**src/rtl/cache_req_arb_if.sv**
```systemverilog
// Request-stage bundle between the cores, the round-robin arbiter and the cache.
// The slave modport is the arbiter's view; master is the view of whatever drives it.
interface cache_req_arb_if #(
    parameter int NUM_CORES = 4,
    parameter int REQ_W     = 64,
    parameter int DEPTH     = 4
);
    localparam int ID_W  = $clog2(NUM_CORES);
    localparam int CNT_W = $clog2(DEPTH) + 1;

    logic [NUM_CORES-1:0][REQ_W-1:0] core_req;
    logic [NUM_CORES-1:0]            core_valid;
    logic [NUM_CORES-1:0]            core_ready;
    logic [REQ_W-1:0]                out_req;
    logic [ID_W-1:0]                 out_id;
    logic                            out_valid;
    logic                            out_ready;
    logic [CNT_W-1:0]                count;

    modport master (
        output core_req, core_valid, out_ready,
        input  core_ready, out_req, out_id, out_valid, count
    );

    modport slave (
        input  core_req, core_valid, out_ready,
        output core_ready, out_req, out_id, out_valid, count
    );
endinterface

```
**src/rtl/cache_req_arb.sv**
```systemverilog
// Round-robin arbiter over NUM_CORES request ports feeding a DEPTH-entry
// first-word-fall-through FIFO whose head drives the cache request input.
module cache_req_arb #(
    parameter int NUM_CORES = 4,
    parameter int REQ_W     = 64,
    parameter int DEPTH     = 4
) (
    input  logic          clock,
    input  logic          reset_n,
    cache_req_arb_if.slave bus
);
    localparam int ID_W  = $clog2(NUM_CORES);
    localparam int PTR_W = $clog2(DEPTH);
    localparam int CNT_W = PTR_W + 1;
    localparam int ENT_W = ID_W + REQ_W;

    localparam logic [CNT_W-1:0] FULL_CNT    = CNT_W'(DEPTH);
    localparam logic [ID_W:0]    NUM_CORES_W = (ID_W + 1)'(NUM_CORES);
    localparam logic [ID_W-1:0]  LAST_CORE   = ID_W'(NUM_CORES - 1);

    // Storage holds {id, payload}; read is asynchronous so the head falls through.
    logic [ENT_W-1:0] mem [DEPTH];

    logic [PTR_W-1:0] wr_ptr_reg, wr_ptr_next;
    logic [PTR_W-1:0] rd_ptr_reg, rd_ptr_next;
    logic [CNT_W-1:0] count_reg,  count_next;
    logic [ID_W-1:0]  rr_ptr_reg, rr_ptr_next;

    logic [ID_W-1:0]      cand_idx [NUM_CORES];
    logic [NUM_CORES-1:0] cand_valid;
    logic                 grant_any;
    logic [ID_W-1:0]      grant_idx;
    logic                 push;
    logic                 pop;

    // Scan offset gi maps to core (rr_ptr + gi) mod NUM_CORES; the sum never
    // exceeds 2*NUM_CORES-2, so one conditional subtract is a full modulo.
    generate
        for (genvar gi = 0; gi < NUM_CORES; gi++) begin : g_scan
            logic [ID_W:0] sum;
            assign sum            = {1'b0, rr_ptr_reg} + (ID_W + 1)'(gi);
            assign cand_idx[gi]   = (sum >= NUM_CORES_W) ? ID_W'(sum - NUM_CORES_W)
                                                         : sum[ID_W-1:0];
            assign cand_valid[gi] = bus.core_valid[cand_idx[gi]];
        end
    endgenerate

    // Lowest scan offset wins. Grant deliberately ignores out_ready, so a full
    // FIFO refuses a push even in a popping cycle; reset forces core_ready low.
    always_comb begin
        grant_any = 1'b0;
        grant_idx = '0;
        for (int k = NUM_CORES - 1; k >= 0; k--) begin
            if (cand_valid[k]) begin
                grant_any = 1'b1;
                grant_idx = cand_idx[k];
            end
        end
        if (!reset_n || (count_reg == FULL_CNT)) begin
            grant_any = 1'b0;
        end
    end

    generate
        for (genvar gi = 0; gi < NUM_CORES; gi++) begin : g_ready
            assign bus.core_ready[gi] = grant_any && (grant_idx == ID_W'(gi));
        end
    endgenerate

    assign push = grant_any;
    assign pop  = (count_reg != '0) && bus.out_ready;

    always_comb begin
        wr_ptr_next = wr_ptr_reg;
        rd_ptr_next = rd_ptr_reg;
        rr_ptr_next = rr_ptr_reg;
        count_next  = count_reg;
        if (push) begin
            wr_ptr_next = wr_ptr_reg + 1'b1;
            rr_ptr_next = (grant_idx == LAST_CORE) ? '0 : grant_idx + 1'b1;
        end
        if (pop) begin
            rd_ptr_next = rd_ptr_reg + 1'b1;
        end
        case ({push, pop})
            2'b10:   count_next = count_reg + 1'b1;
            2'b01:   count_next = count_reg - 1'b1;
            default: count_next = count_reg;
        endcase
    end

    always_ff @(posedge clock or negedge reset_n) begin
        if (!reset_n) begin
            wr_ptr_reg <= '0;
            rd_ptr_reg <= '0;
            count_reg  <= '0;
            rr_ptr_reg <= '0;
        end else begin
            wr_ptr_reg <= wr_ptr_next;
            rd_ptr_reg <= rd_ptr_next;
            count_reg  <= count_next;
            rr_ptr_reg <= rr_ptr_next;
        end
    end

    // Entries need no reset: count alone decides whether the head is meaningful.
    always_ff @(posedge clock) begin
        if (push) begin
            mem[wr_ptr_reg] <= {grant_idx, bus.core_req[grant_idx]};
        end
    end

    assign bus.out_valid = (count_reg != '0);
    assign bus.out_req   = mem[rd_ptr_reg][REQ_W-1:0];
    assign bus.out_id    = mem[rd_ptr_reg][ENT_W-1:REQ_W];
    assign bus.count     = count_reg;

endmodule

```
**src/flat_wrapper.sv**
```systemverilog
// flat-port wrapper written by rule: the top's interface ports become plain ports
module cache_req_arb_flat 
#(
    parameter int NUM_CORES = 4,
    parameter int REQ_W     = 64,
    parameter int DEPTH     = 4
)
  (clock, reset_n, bus_core_req, bus_core_valid, bus_out_ready, bus_core_ready, bus_out_req, bus_out_id, bus_out_valid, bus_count);
  cache_req_arb_if #(.NUM_CORES(NUM_CORES), .REQ_W(REQ_W), .DEPTH(DEPTH)) bus_i ();
  input  logic clock;
  input  logic reset_n;
  input wire logic [$bits(bus_i.core_req)-1:0] bus_core_req;
  input wire logic [$bits(bus_i.core_valid)-1:0] bus_core_valid;
  input wire logic [$bits(bus_i.out_ready)-1:0] bus_out_ready;
  output wire logic [$bits(bus_i.core_ready)-1:0] bus_core_ready;
  output wire logic [$bits(bus_i.out_req)-1:0] bus_out_req;
  output wire logic [$bits(bus_i.out_id)-1:0] bus_out_id;
  output wire logic [$bits(bus_i.out_valid)-1:0] bus_out_valid;
  output wire logic [$bits(bus_i.count)-1:0] bus_count;
  assign bus_i.core_req = bus_core_req;
  assign bus_i.core_valid = bus_core_valid;
  assign bus_i.out_ready = bus_out_ready;
  assign bus_core_ready = bus_i.core_ready;
  assign bus_out_req = bus_i.out_req;
  assign bus_out_id = bus_i.out_id;
  assign bus_out_valid = bus_i.out_valid;
  assign bus_count = bus_i.count;
  cache_req_arb #(.NUM_CORES(NUM_CORES), .REQ_W(REQ_W), .DEPTH(DEPTH)) u_core (.clock(clock), .reset_n(reset_n), .bus(bus_i));
endmodule
```
**config.mk**
```make
export PLATFORM = sky130hd
export DESIGN_NAME = cache_req_arb_flat
export DESIGN_NICKNAME = d
export VERILOG_FILES = /design/src/rtl/cache_req_arb_if.sv /design/src/rtl/cache_req_arb.sv /design/src/flat_wrapper.sv
export SDC_FILE = /design/constraint.sdc
export NUM_CORES = 1
export LEC_CHECK = 0
export CAP_MARGIN = 20
export CORE_AREA = 2 2 184 141
export CTS_BUF_LIST = sky130_fd_sc_hd__clkbuf_16
export DETAILED_ROUTE_END_ITERATION = 16
export DIE_AREA = 0 0 186 143
export GPL_TIMING_DRIVEN = 0
export PLACE_DENSITY_LB_ADDON = 0.08
export SYNTH_ARGS = -nofsm -noshare
export SYNTH_HDL_FRONTEND = slang
export SYNTH_SLANG_ARGS = --single-unit
```
**constraint.sdc**
```tcl
create_clock -name clock -period 5.3 [get_ports clock]
set_clock_uncertainty 0.05 [all_clocks]
set_input_delay 1.325 -clock clock [delete_from_list [all_inputs] [get_ports clock]]
set_output_delay 1.325 -clock clock [all_outputs]
set_load 0.1 [all_outputs]
```
# == After elaboration in Yosys (flattened, before gate mapping) ==
# Memory sizes are Yosys's and may differ from the RTL's.
# Index checks and enable logic that the tools add are counted.
# totals
mem_bits_rw,264
wordCells,69
register_bits,9
out_inout_bits,74
mem_count,1
# memory_table
memory,words,word_bits,read_ports,rd_clocked_by_memory_dff,wr,line_no,text
u_core.mem,4,66,1,0,1,cache_req_arb.sv:22,logic [ENT_W-1:0] mem [DEPTH];
# classes
n_lt_le_gt_ge,9
reduce_logical,10
n_eq_ne,6
add_sub_neg,12
mux,27
# op_table
cell,n
binary-select mux 64 bit (select 2 bit),1
two-way mux 64 bit,1
two-way mux 2 bit,9
"less-than comparator 2 x 3 -> 1 bit, second input constant",5
two-way mux 1 bit,11
">= comparator 3 bit, second input constant",3
binary-select mux 1 bit (select 2 bit),4
"subtractor 2 x 1 -> 2 bit, second input constant",4
"adder 2 x 1 -> 2 bit, second input constant",3
"adder 2 x 2 -> 3 bit, second input constant",2
"equality test 2 bit, second input constant",3
one-hot mux 3 bit (2 select lines),1
logical AND 1 bit,5
"equality test 2 x 1 -> 1 bit, second input constant",2
"adder 2 x 1 -> 3 bit, second input constant",1
"adder 3 x 1 -> 3 bit, second input constant",1
"equality test 3 bit, second input constant",1
">= comparator 2 x 3 -> 1 bit, second input constant",1
nonzero test 3 bit,1
"subtractor 3 x 1 -> 3 bit, second input constant",1
zero test 2 bit,1
nonzero test 2 bit,1
zero test 1 bit,1
logical OR 1 bit,1

# == Depth between registers and ports, before layout ==
# Gate-level depths: netlist of run 1.
# depth
ltp_word,12
mapped_depth,10
depth_no_buf,9

# == Least setup slack after synthesis of run 1 ==
# Ideal clock, no wire load.
# synth_path
kind,input-to-output
from,input port bus_core_valid[0]
to,output port bus_core_ready[1]
t_arrival_ps,3041
n_path_buf,2
required_time_ps,3925
cell_stages,6
setup_slack_ps,884
path_cell_list,nor3b_1 > a211oi_2 > buf_4 > buf_4 > ha_1 > and2_1
# synth_via
elab_chain_len,8
elab_cells_between_ends,19
classes_between,eq/ne (1); mux (17); reduce/logical (1)
# synth_rtl
element,line_no,text
from (decl),flat_wrapper.sv:13,input wire logic [$bits(bus_i.core_valid)-1:0] bus_core_valid;
binary-select mux 1 bit (select 2 bit),cache_req_arb.sv:44,assign cand_valid[gi] = bus.core_valid[cand_idx[gi]];
two-way mux 1 bit (not written as such),cache_req_arb.sv:44,
two-way mux 2 bit (3 in a row),cache_req_arb.sv:54,if (cand_valid[k]) begin
two-way mux 2 bit *,cache_req_arb.sv:54,
via u_core.grant_idx[0],cache_req_arb.sv:32,logic [ID_W-1:0] grant_idx;
equality test 2 x 1 -> 1 bit *,cache_req_arb.sv:66,assign bus.core_ready[gi] = grant_any && (grant_idx == ID_W'(gi));
logical AND 1 bit *,cache_req_arb.sv:66,
to (decl),flat_wrapper.sv:15,output wire logic [$bits(bus_i.core_ready)-1:0] bus_core_ready;
# Mark *: on every way through the listed nets, which the timed path passes. The rest lies on a longest branch. The select of a mux whose other input is x is not followed.

# == Worst setup path in the final report of run 1 ==
# layout_path
from,input port bus_core_valid[1]
to,output port bus_core_ready[3]
# layout_via
elab_chain_len,8
elab_cells_between_ends,19
classes_between,eq/ne (1); mux (17); reduce/logical (1)
# layout_rtl
element,line_no
binary-select mux 1 bit (select 2 bit),cache_req_arb.sv:44
two-way mux 1 bit (not written as such),cache_req_arb.sv:44
two-way mux 2 bit (3 in a row),cache_req_arb.sv:54
two-way mux 2 bit *,cache_req_arb.sv:54
via u_core.grant_idx[0],cache_req_arb.sv:32
equality test 2 bit *,cache_req_arb.sv:66
logical AND 1 bit *,cache_req_arb.sv:66
# Marks and branches as above.

==> flow_summary.html, run 1 <==
<table>
<tr><th>Metric</th><th>Value</th></tr>
<tr><th colspan="2">Clock tree</th></tr>
<tr><td>Count of clock tree sinks</td><td>273</td></tr>
<tr><td>TritonCTS clock tree</td><td>built</td></tr>
<tr><td>Clock Tree Buf Depth</td><td>3</td></tr>
<tr><td># hold bufs at CTS</td><td>0</td></tr>
<tr><td>Cell chosen for the clock root</td><td>clkbuf_16</td></tr>
<tr><td>Clock buffers created by TritonCTS</td><td>27</td></tr>
<tr><td>Maximum level of the CTS H-tree</td><td>1</td></tr>
<tr><td>Clock slew at reported path FFs</td><td>about 60 ps</td></tr>
<tr><td>Worst-skew pair later-pin latency</td><td>roughly 530 ps</td></tr>
<tr><td>Buffers inserted during post-CTS setup optimization</td><td>0</td></tr>
<tr><th colspan="2">Global route</th></tr>
<tr><td>Largest net degree at the start of global routing</td><td>between 40 and 50</td></tr>
<tr><td>Number of antenna violations at the first check in global routing</td><td>1</td></tr>
<tr><td>Sum of overflow across all layers after global routing</td><td>0</td></tr>
<tr><td>Vias in the first global route</td><td>~7300</td></tr>
<tr><td>First-pass GRT wire length</td><td>41100 µm</td></tr>
<tr><td>GRT Util Overall</td><td>between 20% and 30%</td></tr>
<tr><th colspan="2">STA</th></tr>
<tr><td>RSZ-0062 raised after global routing</td><td>no</td></tr>
<tr><td>Worst hold slack across all endpoints</td><td>about 470 ps</td></tr>
<tr><td>Time the worst path needs with I/O delays and setup</td><td>slightly above 5000 ps</td></tr>
<tr><td>Max-slew violation count</td><td>0</td></tr>
<tr><td>Setup violators final</td><td>0</td></tr>
<tr><td>Final count of hold timing violations</td><td>0</td></tr>
<tr><td>Ratio of final minimum period to clock period</td><td>97.8%</td></tr>
<tr><td>Highest attainable clock frequency</td><td>193 MHz</td></tr>
<tr><td>Relative max-transition margin</td><td>27.5%</td></tr>
<tr><td>Final worst setup slack</td><td>~120 ps</td></tr>
<tr><td>Measured slew at the worst slew-check pin</td><td>1080 ps</td></tr>
<tr><th colspan="2">Placement</th></tr>
<tr><td>Weighted congestion at the end of routability-driven global placement</td><td>roughly 0.74</td></tr>
<tr><td>Count of input and output buffers</td><td>~340</td></tr>
<tr><td>Setup Slack @ Placement</td><td>-771 ps</td></tr>
<tr><td>Detailed placement HPWL</td><td>~20000 µm</td></tr>
<tr><th colspan="2">Cells and area</th></tr>
<tr><td>Growth of design area from synthesis to finish</td><td>38.3%</td></tr>
<tr><td>Max reg flops</td><td>264</td></tr>
<tr><td>Fraction of layout cells with a size suffix above 1</td><td>14.7%</td></tr>
<tr><td>Number of nets at the end of the flow</td><td>~1300</td></tr>
<tr><th colspan="2">Worst hold path</th></tr>
<tr><td>Min-delay worst type</td><td>flip-flop to flip-flop</td></tr>
<tr><th colspan="2">Worst setup path</th></tr>
<tr><td>Launching element type of the critical path</td><td>primary input</td></tr>
<tr><td>WP data arrival</td><td>3810 ps</td></tr>
<tr><td>Max FO, Critical Path</td><td>15</td></tr>
<tr><td>Required time at the endpoint of the critical path</td><td>just under 4000 ps</td></tr>
<tr><td>Classification of the worst setup path</td><td>primary input to primary output</td></tr>
<tr><td>Crit end category</td><td>primary output</td></tr>
<tr><th colspan="2">Logic synthesis</th></tr>
<tr><td>Part of the Yosys area used for sequential elements</td><td>66.9%</td></tr>
<tr><td>Post-Synthesis Net Count</td><td>895</td></tr>
<tr><td>Post-synth cell types</td><td>27</td></tr>
<tr><td>Gate count after technology mapping</td><td>between 600 and 700</td></tr>
<tr><td>Count of state elements after synthesis</td><td>273</td></tr>
<tr><td>Post-Syn Area</td><td>around 12000 µm²</td></tr>
<tr><td>Yosys synthesis warning count</td><td>0</td></tr>
<tr><td>Mean instance size in the synthesized netlist</td><td>between 15 and 20 µm²</td></tr>
<tr><th colspan="2">Detailed routing</th></tr>
<tr><td>Antenna-violating nets left</td><td>0</td></tr>
<tr><td>Vias post-DR</td><td>~7100</td></tr>
<tr><td>1st-iter DRT viols</td><td>~440</td></tr>
<tr><td>Detailed-routing iteration count for the pre-antenna-repair pass</td><td>4</td></tr>
<tr><td>Remaining routing DRC violations</td><td>0</td></tr>
<tr><td>Wire per inst</td><td>~20 µm</td></tr>
<tr><td>Wirelength, routed</td><td>roughly 28000 µm</td></tr>
<tr><td>Routed vias/inst</td><td>about 5.3</td></tr>
<tr><th colspan="2">Power and ir drop</th></tr>
<tr><td>Part of the total power dissipated in sequential elements</td><td>between 20% and 30%</td></tr>
<tr><td>Portion of total power attributed to combinational logic</td><td>~56%</td></tr>
<tr><td>Net Switching</td><td>0.00532 W</td></tr>
<tr><td>Portion of total power attributed to the clock network</td><td>15.0%</td></tr>
<tr><td>Pwr Total</td><td>0.0113 W</td></tr>
<tr><td>Highest ir drop seen on vdd</td><td>roughly 0.38 mV</td></tr>
<tr><td>P_leak</td><td>~6 nW</td></tr>
<tr><td>Power density over the cells</td><td>between 600 and 700 nW/µm²</td></tr>
<tr><td>Internal Pwr Total</td><td>around 0.006 W</td></tr>
<tr><td>Switching part of the total power</td><td>a little under half</td></tr>
<tr><th colspan="2">Floorplanning</th></tr>
<tr><td>Initial Utilization</td><td>a little under 50%</td></tr>
<tr><td>X dimension of the die</td><td>186 µm</td></tr>
<tr><td>Standard cell core area</td><td>around 25000 µm²</td></tr>
<tr><td>Floorplan die height</td><td>about 140 µm</td></tr>
<tr><td>Area of the die</td><td>between 20000 and 30000 µm²</td></tr>
<tr><td>Cell Rows</td><td>50</td></tr>
<tr><td>I/O pins</td><td>about 340</td></tr>
<tr><th colspan="2">Job</th></tr>
<tr><td>Max-cap check violation count</td><td>0</td></tr>
<tr><th colspan="2">Outcome</th></tr>
<tr><td>Result of the run</td><td>finished, final reports clean</td></tr>
</table>
## logic make-up after synthesis
logic type                 count (synthesis)  synth area share, %
and+or+nand+nor                           17                0.790
AOI/OAI and AO/OA                          9                0.554
buffers and inverters                     46                 2.06
xor gates and xnor gates                   6                0.431
adders and majority gates                 10                 1.09
muxes                                    261                 28.2
DFF                                      273                 66.9
## synthesized netlist by cell type (all sizes together)
cell type / count / area [µm²]
a2bb2oi: 1 / 15.0
fa: 1 / 20.0
a31oi: 1 / 6.26
and2: 9 / 56.3
nand3b: 1 / 7.51
mux2i: 194 / 1940
a21oi: 4 / 20.0
o21ai: 1 / 5.00
edfxtp: 264 / 7930
a211oi: 1 / 12.5
nor2: 2 / 7.51
or3: 1 / 6.26
xnor2: 3 / 26.3
mux2: 1 / 11.3
dfrtp: 9 / 225
inv: 9 / 33.8
clkbuf: 4 / 15.0
ha: 9 / 113
mux4: 66 / 1490
nand2: 3 / 11.3
o41ai: 1 / 8.76
buf: 33 / 203
nor3b: 1 / 7.51
xor2: 3 / 26.3
## area by class of cell
class	instances	area (µm²)
Sequential cell	273	8150
Fill cell	1705	7850
Multi-Input combinational cell	303	3810
Timing Repair Buffer	340	3450
Clock buffer	27	676
Tap cell	338	423
Buffer	37	218
Clock inverter	21	103
Inverter	9	33.8
Antenna cell	1	2.50
## per-stage QoR
step	cell area (µm²)	TNS, ps	cells	util, %
2_1_floorplan	12200	0	622	-
3_3_place_gp	16000	-259990	1296	64.7
3_5_place_dp	16100	-2810	1300	65.1
4_1_cts	16900	0	1348	68.2
5_1_grt	16900	0	1348	68.2
6_report	16900	0	1349	68.2
## worst paths after layout
kind / from / to / cells past startpoint / slack, ps
worst max-delay path: bus_core_valid[1] / bus_core_ready[3] / 8 / 120
worst min-delay path: u_core.bus.count[0]$_DFFE_PN0P_ / u_core.bus.count[0]$_DFFE_PN0P_ / 1 / 470
worst max register to register: u_core.bus.count[0]$_DFFE_PN0P_ / u_core.mem[0][42]$_DFFE_PP_ / 5 / 2680
worst min register to register: u_core.bus.count[0]$_DFFE_PN0P_ / u_core.bus.count[0]$_DFFE_PN0P_ / 1 / 470
max in group asynchronous: reset_n / u_core.rr_ptr_reg[1]$_DFFE_PN0P_ / 1 / 3800
min in group asynchronous: reset_n / u_core.bus.count[1]$_DFFE_PN0P_ / 1 / 1070
## metal layers
layer	global-route usage, %	part of all wire (%)
met4	3.73	1.5
met5	0	0
met2	35.5	50
met1	27.1	41
met3	4.95	7.5
## power groups by stage
stage / logic [W] / registers (W) / clock network (W)
after floorplan: 0.00469 / 0.00340 / 0
after global placement: 0.00628 / 0.00337 / 0
after detailed placement: 0.00638 / 0.00334 / 0
after CTS: 0.00639 / 0.00330 / 0.00172
after global routing: 0.00660 / 0.00333 / 0.00181
final: 0.00631 / 0.00330 / 0.00169
## worst max-delay path, cell delays in order
cell	delay, ps
clkdlybuf4s50_1	550
mux2i_1	140
a211oi_4	470
buf_4	340
buf_4	300
ha_1	200
and2_1	130
clkbuf_4	330
## cells in the final DEF, fill, tap and decap left out, types with 2 or more instances in the layout
cell type	count
buf_4	16
nand2_1	3
inv_1	11
clkinv_1	9
mux4_2	66
clkdlybuf4s50_1	332
clkbuf_4	2
inv_2	2
clkbuf_1	4
clkbuf_16	27
nor2_1	2
a21oi_1	4
xor2_1	3
and2_1	5
buf_2	17
dfrtp_1	9
buf_1	2
ha_1	9
clkinv_2	4
edfxtp_1	264
and2_4	4
buf_16	3
inv_6	2
xnor2_1	3
mux2i_1	194
## what timing repair did
item                       4_1_cts  5_1_grt
pin swaps                        0        0
setup endpoints to repair        4        2
resized for setup               21        2
Note: power is estimated with default switching activity, not from simulation.
==> run 2: changes to the inputs <==
CAP_MARGIN = 10   (was 20)
CTS_CLUSTER_DIAMETER = 120   (was unset)
==> results of run 2 <==
Final layout, timing and power as in run 1 (identical DEF).
==> patch 1, RTL diff (flow settings as in run 2) <==
`NUM_CORES` is set to 4 in 3 places; all go to 2.
--- a/src/rtl/cache_req_arb_if.sv
+++ b/src/rtl/cache_req_arb_if.sv
@@ -1,7 +1,7 @@
 // Request-stage bundle between the cores, the round-robin arbiter and the cache.
 // The slave modport is the arbiter's view; master is the view of whatever drives it.
 interface cache_req_arb_if #(
-    parameter int NUM_CORES = 4,
+    parameter int NUM_CORES = 2,
     parameter int REQ_W     = 64,
     parameter int DEPTH     = 4
 );
--- a/src/rtl/cache_req_arb.sv
+++ b/src/rtl/cache_req_arb.sv
@@ -1,7 +1,7 @@
 // Round-robin arbiter over NUM_CORES request ports feeding a DEPTH-entry
 // first-word-fall-through FIFO whose head drives the cache request input.
 module cache_req_arb #(
-    parameter int NUM_CORES = 4,
+    parameter int NUM_CORES = 2,
     parameter int REQ_W     = 64,
     parameter int DEPTH     = 4
 ) (
--- a/src/flat_wrapper.sv
+++ b/src/flat_wrapper.sv
@@ -1,7 +1,7 @@
 // flat-port wrapper written by rule: the top's interface ports become plain ports
 module cache_req_arb_flat 
 #(
-    parameter int NUM_CORES = 4,
+    parameter int NUM_CORES = 2,
     parameter int REQ_W     = 64,
     parameter int DEPTH     = 4
 )
Interface: changed (resized bus_core_ready, bus_core_req, bus_core_valid and bus_out_id); port bits go from 337 to 204. The function was not compared with the original's and may differ.
==> patch 1 against run 2 <==
Highest routed layer unchanged. Die area stayed put. Core utilization is 11 points lower. Area after synthesis is 13% lower. Sequential cell count is 5 lower. Wire length is 24% lower. Setup slack better by 0.095 ns. Cell area is 16% lower. Critical path depth is 1 lower.
Power is left out: the tool's default activity adds up to more than one toggle a clock period on the data nets, which glitch-free logic cannot reach.
==> patch 1: results (changes against run 2) <==
The total via count after detailed routing is 5321 (-25%). The met3 routing resource usage after global routing is 0.03443 (-0.01505). The met3 routed wirelength is 1.327 mm (-37%). The via count of the first global-routing pass came out at 5690 (-22%). The number of gates resized after cts came out at 2 (-90%).

The met2 wire length came out at 10.10 mm (-27%). The cell area reported after detailed placement was 0.01323 sq mm (-18%). The cell with the largest stage delay on the worst path is dlygate4sd2_1. The global placement routability congestion came out at 0.7034 (-5.5%). The count of buffers inserted at the top-level ports is 203 (-40%). By count the netlist is led by edfxtp_1, mux2_2, mux4_2, buf_2, dfrtp_1. The area fraction in compound gates after synthesis is 0.002933 (-0.002609). The cell count of the worst reg-to-reg path came out at 4 (-1). The actual transition at the worst max-transition pin was 1.048 ns (-0.03600 ns). The number of nets in the synthesized netlist came out at 595 (-34%). The share of Yosys cell area claimed by the top area cell type is 0.7320 (+0.08179).

The maximum number of pins on one net before global-route repair came out at 38 (-14%). The minimum setup slack among reg-to-reg paths was 3.07 ns (+0.39 ns). The layout cell share with drive strength beyond 1 came out at 0.2865 (+0.1400). The fraction of synthesis flops using an asynchronous set or reset pin is 0.02985 (-0.003116). The post-detailed-placement half-perimeter wirelength came out at 13.87 mm (-29%).

The number of flops mapped to enable cells by yosys is 260 (-1.5%). The flip-flop count of the largest register after layout is 260 (-1.5%). The synthesized-area fraction occupied by xor and xnor cells is 0.004927 (+0.0006168). The number of nets at the end of the flow came out at 831 (-34%). In this run the worst setup path begins at bus_core_valid[0]. The met2 track demand over resource in global routing came out at 0.2669 (-0.08785).

The flow ran to the end, and the final reports show no timing, DRC or antenna violations. The wire length the detailed router placed on met1 came out at 9.333 mm (-18%). The worst-path maximum fanout is 10 (-5). The multiplexer share of the synthesized area is 0.2079 (-0.07423). The met1 global-route usage came out at 0.2278 (-0.04336). The peak per-stage delay on the critical path is 0.85 ns (+0.30 ns). Compared with the post-synthesis result, the final layout area differs by 32.25%. The number of distinct library cells after synthesis is 24 (-11%). The adder and majority gate portion of the synthesized area is 0.007742 (-0.003135). The startpoint identified for the worst hold timing path is u_core.rr_ptr_reg.

By area the synthesized netlist is led by edfxtp_1, mux4_2, mux2_2. The timing endpoint of the critical path is bus_core_ready[0]. The initial antenna violation count came to 0 (-1). The aggregate global-route resource usage came out at 0.1632 (-0.04298). The wire length reported by the detailed router is 21.13 mm (-24%). The worst register-to-register path ends at u_core.mem[1][27]. The number of filler instances in the final layout is 1894 (+11%). The worst hold path terminates at u_core.rr_ptr_reg.

The sequential fraction of the synthesis area came out at 0.7507 (+0.08208).
patch 1: changes by cell type after synthesis, moves of 2 or more:
cell      before  now
a21oi_1        4    0
and2_1         9    5
buf_1          2    0
buf_12         0    4
buf_2         15    9
buf_4         16    5
buf_6          0    2
clkbuf_1       4    2
edfxtp_1     264  260
ha_1           9    5
mux2_2         0   66
mux2i_1      194    1
nand2_1        3    1
patch 1: final cells by class:
type / instances / share of cell area
clock inverter: 22 / 0.01490
tap: 338 / 0.02998
clock buffer: 27 / 0.04790
buffer: 22 / 0.01366
multi-input combinational: 158 / 0.1734
sequential: 268 / 0.5677
timing repair buffer: 207 / 0.1503
inverter: 8 / 0.002129
patch 1: per-stage QoR:
stage               hold slack, ns  worst slack [ns]  setup TNS [ns]  instances
finish                      0.4991            0.2118               0       1050
global route                0.5286           0.05257               0       1050
CTS                         0.5046            0.1266               0       1050
detailed placement          0.4876           -0.1520         -0.2990       1001
global placement            0.4774           -0.7085         -180.21        997
floorplan                   0.4528            0.8955               0        456
==> patch 2, RTL diff (flow settings as in run 2) <==
Without the edit above. Make the reset (`reset_n`) synchronous in one clocked block. Comments in the files are not updated.
--- a/src/rtl/cache_req_arb.sv
+++ b/src/rtl/cache_req_arb.sv
@@ -89,7 +89,7 @@
         endcase
     end
 
-    always_ff @(posedge clock or negedge reset_n) begin
+    always_ff @(posedge clock) begin
         if (!reset_n) begin
             wr_ptr_reg <= '0;
             rd_ptr_reg <= '0;
Formal check against the unedited RTL: differs if reset_n is asserted again (counterexample within 4 cycles, from zero or initial values and one cycle with reset_n low); with reset_n held inactive, the same outputs for 4 cycles.
==> patch 2 against run 2 <==
Area after synthesis increased by 2.0%. Wire length decreased by 1.8%. Final cell count increased by 1.3%. Total power decreased by 7.5%. Sequential share of layout area decreased by 1.0 points. Critical path depth decreased by 2. Cell area increased by 2.1%. Non-clock buffer count increased by 2. Hold slack improved by 0.024 ns. Synthesized cell count increased by 2.6%. Setup slack improved by 0.040 ns. Core utilization increased by 1.5 points. Sequential cell count increased by 2. Largest cell class unchanged.
==> patch 2: results (changes against run 2) <==
The flow ran to the end, and the final reports show no timing, DRC or antenna violations. The wire length of the first global-routing pass is 40.30 mm (-2.0%). The number of nets in the synthesized netlist came to 911 (+1.8%).

The wire length reported by the detailed router came out at 27.22 mm (-1.8%). The global placement routability congestion is 0.7816 (+5.0%). The static leakage came to 6.050 nW (-1.7%). The minimum period implied by the final worst setup slack is 5.143 ns (-0.04034 ns).

The post-detailed-placement half-perimeter wirelength came out at 19.30 mm (-1.5%). The synthesized area divided by synthesized cell count was 19.49 sq um (-0.59%). By area the synthesized netlist is led by edfxtp_1, mux2i_1, mux4_2. The non-filler instance count after layout came to 1367 (+1.3%). The initial antenna violation count came out at 0 (-1).

The minimum setup slack among reg-to-reg paths came out at 2.51 ns (-0.17 ns). The via density per instance came to 5.203 (-1.2%). The arrival time of data at the critical path endpoint came to 3.77 ns (-0.04 ns).

The sequential fraction of the synthesis area was 0.6553 (-0.01332). The layout cell share with drive strength beyond 1 came out at 0.1506 (+0.004097). The iteration count of the initial detailed-routing pass is 4 (unchanged). The number of antenna repair diodes is 0 (-1). In the synthesized netlist, the cells that appear most often are edfxtp_1, mux2i_1, mux4_2, buf_12, dfxtp_1. The via count of the first global-routing pass is 7301 (-0.16%). The peak supply drop is 0.3204 mV (-16%).

The actual transition at the worst max-transition pin came out at 1.082 ns (-0.002333 ns). The worst setup timing slack at the placement stage is -0.7748 ns (-0.003887 ns). The number of nets at the end of the flow is 1282 (+1.4%).

The post-route worst hold slack came out at 0.4890 ns (+0.02380 ns). The aggregate global-route resource usage came out at 0.2020 (-0.004156). The fraction of power spent switching nets came to 0.4392 (-0.03178). The peak per-stage delay on the critical path came out at 0.63 ns (+0.08 ns). The number of design-rule violations left by the first detailed-router iteration came out at 463 (+5.7%). The worst-path maximum fanout was 10 (-5). The maximum number of pins on one net before global-route repair is 52 (+18%).

The number of distinct library cells after synthesis came out at 33 (+22%). The slowest stage of the critical path is the a311oi_1 cell. The fraction of synthesis flops using an asynchronous set or reset pin came to 0 (-0.03297).
==> patch 2: cell types whose count changed after synthesis, moves of 2 or more <==
cell / delta
buf_12: +11
buf_8: +3
mux2i_1: -2
buf_4: -16
o21ai_1: +2
dfxtp_1: +11
buf_6: +2
bufbuf_8: +3
nor2_1: +8
dfrtp_1: -9
clkbuf_1: +4
buf_2: -5
inv_1: +2
buf_1: -2
==> patch 2: layout make-up <==
class                   instances  share of cell area
inverters                      12            0.002615
clock buffers                  27             0.03922
well taps                     338             0.02455
clock inverters                22             0.01075
flip-flops and latches        275              0.4730
multi-input cells             314              0.2226
plain buffers                  37             0.02462
repair buffers                342              0.2027
==> patch 2: power by group through the flow <==
| stage | combinational [mW] | sequential (mW) | clock, mW |
|---|---|---|---|
| after floorplan | 4.08 | 3.26 | 0 |
| after global placement | 5.43 | 3.24 | 0 |
| after detailed placement | 5.51 | 3.22 | 0 |
| after CTS | 5.52 | 3.17 | 1.86 |
| after global routing | 5.70 | 3.21 | 1.95 |
| final | 5.46 | 3.17 | 1.83 |
==> patch 2: timing repair <==
action / 4_1_cts / 5_1_grt
pin swaps: 1 / 1
hold buffers: 0 / 0
setup buffers: 0 / 2
resized for setup: 15 / 0
endpoints found under the setup margin: 4 / 4
gates cloned: 0 / 0
==> patch 2: critical path, delay by kind of cell <==
family                 cells  cell delay (ns)
buffers and inverters      4             1.60
AOI/OAI and AO/OA          1             0.63
and+or+nand+nor            1             0.20
==> patch 2: final timing paths <==
path | startpoint | to | cells after the start
max | reset_n | bus_core_ready[0] | 6
min | u_core.bus.count[1] | u_core.bus.count[1] | 2
max reg2reg | u_core.bus.count[0] | u_core.mem[3][29] | 5
min reg2reg | u_core.bus.count[1] | u_core.bus.count[1] | 2
==> patch 2: stage by stage <==
| step | power [mW] | cell area [sq um] |
|---|---|---|
| after floorplan | 7.339 | 12430 |
| after global placement | 8.663 | 16220 |
| after detailed placement | 8.724 | 16340 |
| after CTS | 10.56 | 17210 |
| after global routing | 10.86 | 17230 |
| final | 10.46 | 17230 |
==> patch 2: cells by family (layout without fill, tap and decap cells) <==
| family | after synthesis | in the layout | synth area share |
|---|---|---|---|
| AO/OA/AOI/OAI | 13 | 13 | 0.007246 |
| XOR/XNOR | 5 | 5 | 0.003523 |
| adder cells (fa/ha/maj) | 10 | 10 | 0.01067 |
| buffers and inverters | 49 | 440 | 0.03774 |
| flip-flops | 275 | 275 | 0.6553 |
| multiplexers | 258 | 258 | 0.2741 |
| AND/OR/NAND/NOR | 28 | 28 | 0.01137 |
==> patch 2: layer usage <==
layer  routed length, um  global-route usage  vias to the layer above
met1               10890              0.2472                     3505
met5                   0                   0                        -
met3                2183             0.05585                       29
met2               13740              0.3624                      241
li1                    -                   -                     3338
met4                 398             0.03688                        0
